[src/rtl/if_stage_if.sv]
// Instruction-memory bus between the fetch stage (master) and an async-read memory (slave).
interface if_stage_if #(
  parameter int unsigned PC_W    = 32,
  parameter int unsigned INSTR_W = 32
);
  logic [PC_W-1:0]    imem_addr;
  logic [INSTR_W-1:0] imem_data;

  modport master (output imem_addr, input imem_data);
  modport slave  (input imem_addr, output imem_data);
endinterface

[src/rtl/if_stage.sv]
// Instruction-fetch stage with IF/ID pipeline register, stall/redirect handling
// and a saturating stall-cycle counter.
module if_stage #(
  parameter int unsigned      PC_W     = 32,
  parameter int unsigned      INSTR_W  = 32,
  parameter logic [PC_W-1:0]  RESET_PC = '0,
  parameter int unsigned      CNT_W    = 16
) (
  input  logic                clk,
  input  logic                rst,
  input  logic                hazard_detected,
  input  logic                redirect_en,
  input  logic [PC_W-1:0]     redirect_pc,
  if_stage_if.master          imem,
  output logic [PC_W-1:0]     IF_ID_pc4,
  output logic [INSTR_W-1:0]  IF_ID_instr,
  output logic                IF_ID_valid,
  output logic [CNT_W-1:0]    stall_count
);

  logic [PC_W-1:0]    pc_q, pc_d;
  logic [PC_W-1:0]    pc4_q, pc4_d;
  logic [INSTR_W-1:0] instr_q, instr_d;
  logic               valid_q, valid_d;
  logic [CNT_W-1:0]   stall_cnt_q, stall_cnt_d;
  logic [PC_W-1:0]    pc_plus4;

  assign pc_plus4 = pc_q + PC_W'(4);

  // Redirect outranks stall: a taken branch squashes the fetch even while frozen.
  always_comb begin
    pc_d        = pc_q;
    pc4_d       = pc4_q;
    instr_d     = instr_q;
    valid_d     = valid_q;
    stall_cnt_d = stall_cnt_q;
    if (redirect_en) begin
      pc_d    = redirect_pc & ~PC_W'(3);
      pc4_d   = '0;
      instr_d = '0;
      valid_d = 1'b0;
    end else if (hazard_detected) begin
      if (stall_cnt_q != '1) begin
        stall_cnt_d = stall_cnt_q + CNT_W'(1);
      end
    end else begin
      pc_d    = pc_plus4;
      pc4_d   = pc_plus4;
      instr_d = imem.imem_data;
      valid_d = 1'b1;
    end
  end

  always_ff @(posedge clk or posedge rst) begin
    if (rst) begin
      pc_q        <= RESET_PC;
      pc4_q       <= '0;
      instr_q     <= '0;
      valid_q     <= 1'b0;
      stall_cnt_q <= '0;
    end else begin
      pc_q        <= pc_d;
      pc4_q       <= pc4_d;
      instr_q     <= instr_d;
      valid_q     <= valid_d;
      stall_cnt_q <= stall_cnt_d;
    end
  end

  assign imem.imem_addr = pc_q;
  assign IF_ID_pc4      = pc4_q;
  assign IF_ID_instr    = instr_q;
  assign IF_ID_valid    = valid_q;
  assign stall_count    = stall_cnt_q;

endmodule

[src/flat_wrapper.sv]
// flat-port wrapper written by rule: the top's interface ports become plain ports
module if_stage_flat 
#(
  parameter int unsigned      PC_W     = 32,
  parameter int unsigned      INSTR_W  = 32,
  parameter logic [PC_W-1:0]  RESET_PC = '0,
  parameter int unsigned      CNT_W    = 16
)
  (clk, rst, hazard_detected, redirect_en, redirect_pc, IF_ID_pc4, IF_ID_instr, IF_ID_valid, stall_count, imem_imem_addr, imem_imem_data);
  if_stage_if #(.PC_W(PC_W), .INSTR_W(INSTR_W)) imem_i ();
  input  logic clk;
  input  logic rst;
  input  logic hazard_detected;
  input  logic redirect_en;
  input  logic [PC_W-1:0] redirect_pc;
  output logic [PC_W-1:0] IF_ID_pc4;
  output logic [INSTR_W-1:0] IF_ID_instr;
  output logic IF_ID_valid;
  output logic [CNT_W-1:0] stall_count;
  output wire logic [$bits(imem_i.imem_addr)-1:0] imem_imem_addr;
  input wire logic [$bits(imem_i.imem_data)-1:0] imem_imem_data;
  assign imem_imem_addr = imem_i.imem_addr;
  assign imem_i.imem_data = imem_imem_data;
  if_stage #(.PC_W(PC_W), .INSTR_W(INSTR_W), .RESET_PC(RESET_PC), .CNT_W(CNT_W)) u_core (.clk(clk), .rst(rst), .hazard_detected(hazard_detected), .redirect_en(redirect_en), .redirect_pc(redirect_pc), .imem(imem_i), .IF_ID_pc4(IF_ID_pc4), .IF_ID_instr(IF_ID_instr), .IF_ID_valid(IF_ID_valid), .stall_count(stall_count));
endmodule
[config.mk]
export PLATFORM = sky130hd
export DESIGN_NAME = if_stage_flat
export DESIGN_NICKNAME = d
export VERILOG_FILES = /design/src/rtl/if_stage_if.sv /design/src/rtl/if_stage.sv /design/src/flat_wrapper.sv
export SDC_FILE = /design/constraint.sdc
export NUM_CORES = 1
export LEC_CHECK = 0
export CORE_AREA = 3 3 107 186
export CTS_CLUSTER_SIZE = 25
export DETAILED_ROUTE_END_ITERATION = 8
export DIE_AREA = 0 0 110 189
export PLACE_DENSITY_LB_ADDON = 0.2
export SLEW_MARGIN = 20
export SYNTH_ARGS = -nofsm -noshare
export SYNTH_HDL_FRONTEND = slang
export SYNTH_SLANG_ARGS = --single-unit
export TNS_END_PERCENT = 10
[constraint.sdc]
create_clock -name clk -period 5.4 [get_ports clk]
set_input_delay 1.08 -clock clk [delete_from_list [all_inputs] [get_ports clk]]
set_output_delay 1.08 -clock clk [all_outputs]
set_load 0.1 [all_outputs]
==> flow_metrics.tcl <==
set metrics [dict create \
    ctsHoldBuffers 0 \
    ir_drop_v 0.000469 \
    syn_inst 556 \
    swShare_pct 42.5 \
    share_comb_of_total_power_pct 36.9 \
    rsz0062_at_grt "false" \
    coreArea_um2 18600 \
    fin_nets 773 \
    rows 66 \
    diodes 0 \
    slowest_stage "clkdlybuf4s50_1" \
    design_area_um2 7720 \
    power.total_uw 2720 \
    postCtsSetupRepairBufs 0 \
    fill_cells 1857 \
    drive_gt1_share_pct 6.36 \
    antenna_found_initial 0 \
    wl_um 15700 \
    grt_start_max_net_pins 86 \
    netlist_area_um2 5530 \
    drv_slew 0 \
    period_needed_ns 3.28 \
    ys_seq_area_share_pct 49.8 \
    place_congestion 0.787 \
    initial_core_util_pct 29.8 \
    yosys_most_used_dff "dfrtp_1" \
    dp_slack_ns 2.03 \
    synth-seq-cells 110 \
    grt_pass1_vias 4760 \
    io_pins 181 \
    die_height_um 189 \
    yosys.area.top_type "dfrtp_1" \
    path_class "flip-flop to output port" \
    cts.clk_slew.worst_paths_ns 0.07 \
    grt_pass1_wl_um 25400 \
    cts_tree "yes" \
    path_delay_family "buffers and inverters" \
    tns_ns 0 \
    yosysMostFrequentCell "dfrtp_1" \
    drt-pass1-iter-count 4 \
    finalSetupViolations 0 \
    chipWidth_um 110 \
    synth_top_area_share_pct 49.8 \
    drc 0 \
    slowest_delay_ns 1.25 \
    p_per_area_nw_per_um2 352 \
    worst-path-max-fanout 9 \
    syn_avg_cell_area_um2 9.95 \
    fin_crit_sh_pct 60.6 \
    cp_data_required_time_ns 4.32 \
    cts_root_buffer "clkbuf_16" \
    p_leak_uw 0.00316 \
    clk_latency_ns 0.35 \
    finClkSkew_ns 0.00827 \
    cp-start-kind "flip-flop" \
    placed_area_um2 7400 \
    p_int_uw 1560 \
    clock_power_share_pct 26.3 \
    cap_violations 0 \
    tightest_slew_ns 1.07 \
    yosysWarnings 0 \
    overflow 0 \
    worst_slack_ns 2.12 \
    die_area_um2 20800 \
    finalHoldViolCount 0 \
    vias 4483 \
    place_hpwl_um 11500 \
    arrival_ns 2.20 \
    grt_use_total_pct 15.6 \
    status "finished, final reports clean" \
    power.net_switching_uw 1160 \
    vias_per_cell 4.74 \
    synthArstFlopShare_pct 100 \
    synth_cell_types 43 \
    holdWs_ns 0.493 \
    slew_headroom_pct 28.8 \
    cts-htree-levels 3 \
    areaGrowthSynthToFinish_pct 39.7 \
    cp.buffers_inverters 1 \
    detail-route-antenna-nets 0 \
    max_freq_mhz 305 \
    cts_buffers 9 \
    synth_common_cells "110 x dfrtp_1, 75 x nor2_1, 52 x nand2_1" \
    avgRoutedWirePerCell_um 16.6 \
    synth_edf_count 0 \
    ys_top_cells_by_area "dfrtp_1 50%, xnor2_1 7.6%, mux2i_1 6.3%" \
    cts_buffer_depth 2 \
    p_seq_share_pct 36.8 \
    end_kind "output port" \
    first_iter_violations 105 \
    portBuffers 176 \
    worstPathCellList "clkdlybuf4s50_1" \
    hp-class "flip-flop to flip-flop" \
    numClockSinks 110 \
    postCtsResizedCells 0 \
]
## area by class of cell
cell class / count / area (um2) / area share, %
Clock buffer: 13 / 280 / 3.63
Multi-Input combinational cell: 394 / 2530 / 32.8
Clock inverter: 3 / 40.0 / 0.518
Sequential cell: 110 / 2750 / 35.6
Timing Repair Buffer: 180 / 1790 / 23.1
Tap cell: 238 / 298 / 3.86
Inverter: 8 / 35.0 / 0.454
## power groups by stage
stage                     clock network, uW  registers [uW]  logic, uW
after CTS                               735            1000       1010
after detailed placement                  0            1020       1010
after global routing                    771            1010       1050
after global placement                    0            1010       1000
after floorplan                           0            1540        209
final                                   716            1000       1000
## per-stage QoR
| stage | std cells | utilization [%] |
|---|---|---|
| after global placement | 930 | 39.8 |
| final | 946 | 41.6 |
| after floorplan | 557 | - |
| after detailed placement | 930 | 39.8 |
| after CTS | 946 | 41.6 |
| after global routing | 946 | 41.6 |
## placed cells by master (no fill, tap or decap), drive strengths merged
cell type and count:
xnor2 48, nand2 52, nand3 27, nor2 75
mux2i 35, ha 2, nor3 10, nand4 15
nor4 11, inv 8, clkbuf 13, or4 3
nor3b 1, or4b 1, o21ai 27, mux2 4
a41oi 2, a21oi 14, clkinv 2, a31oi 2
and3b 1, and4b 1, nand3b 1, or3 1
and4 3, xor2 21, dfrtp 110, and2 2
bufinv 1, nor2b 3, and3 11, conb 2
clkdlybuf4s50 174, buf 6, a211oi 19
## sequential cells by signal, summed over array words and instances (netlist names)
register	count
u_core.IF_ID_instr	32
u_core.IF_ID_pc4	31
u_core.IF_ID_valid	1
u_core.imem.imem_addr	30
u_core.stall_count	16
## worst register-to-register path: cells and delay by family, from the launching register on
kind	cells	cell delay [ns]
flops	1	0.48
xor+xnor	1	0.16
compound gates	1	0.15
fa+ha+maj	1	0.28
simple gates	3	1.22
## final timing paths
kind	slack (ns)	from	to	depth (start not counted)
setup reg to reg	3.04	u_core.imem.imem_addr[2]	u_core.imem.imem_addr[14]	6
min in group asynchronous	1.23	rst	u_core.IF_ID_instr[22]	2
hold / removal	0.49	u_core.stall_count[13]	u_core.stall_count[13]	1
setup / recovery	2.12	u_core.imem.imem_addr[13]	imem_imem_addr[13]	1
hold reg to reg	0.49	u_core.stall_count[13]	u_core.stall_count[13]	1
max in group asynchronous	3.30	rst	u_core.IF_ID_pc4[6]	3
## routing by layer
layer	share of wire (%)	vias to the layer above	global-route usage (%)	routed length, um
met2	53	104	27.2	8360
met5	0	-	0	0
met3	5.6	14	4.03	875
met1	39	2186	18.1	6150
met4	2.0	0	5.47	321
li1	-	2179	-	-
## cells by family after synthesis
group / count (synthesis) / share of synthesized area (%)
AND/OR/NAND/NOR: 218 / 20.2
adder cells (fa/ha/maj): 2 / 0.452
multiplexers: 39 / 7.15
other: 1 / 0.0678
XOR/XNOR: 69 / 10.9
buffers and inverters: 53 / 4.52
AO/OA/AOI/OAI: 64 / 6.92
flip-flops: 110 / 49.8
Power figures use the tool's default switching activity.
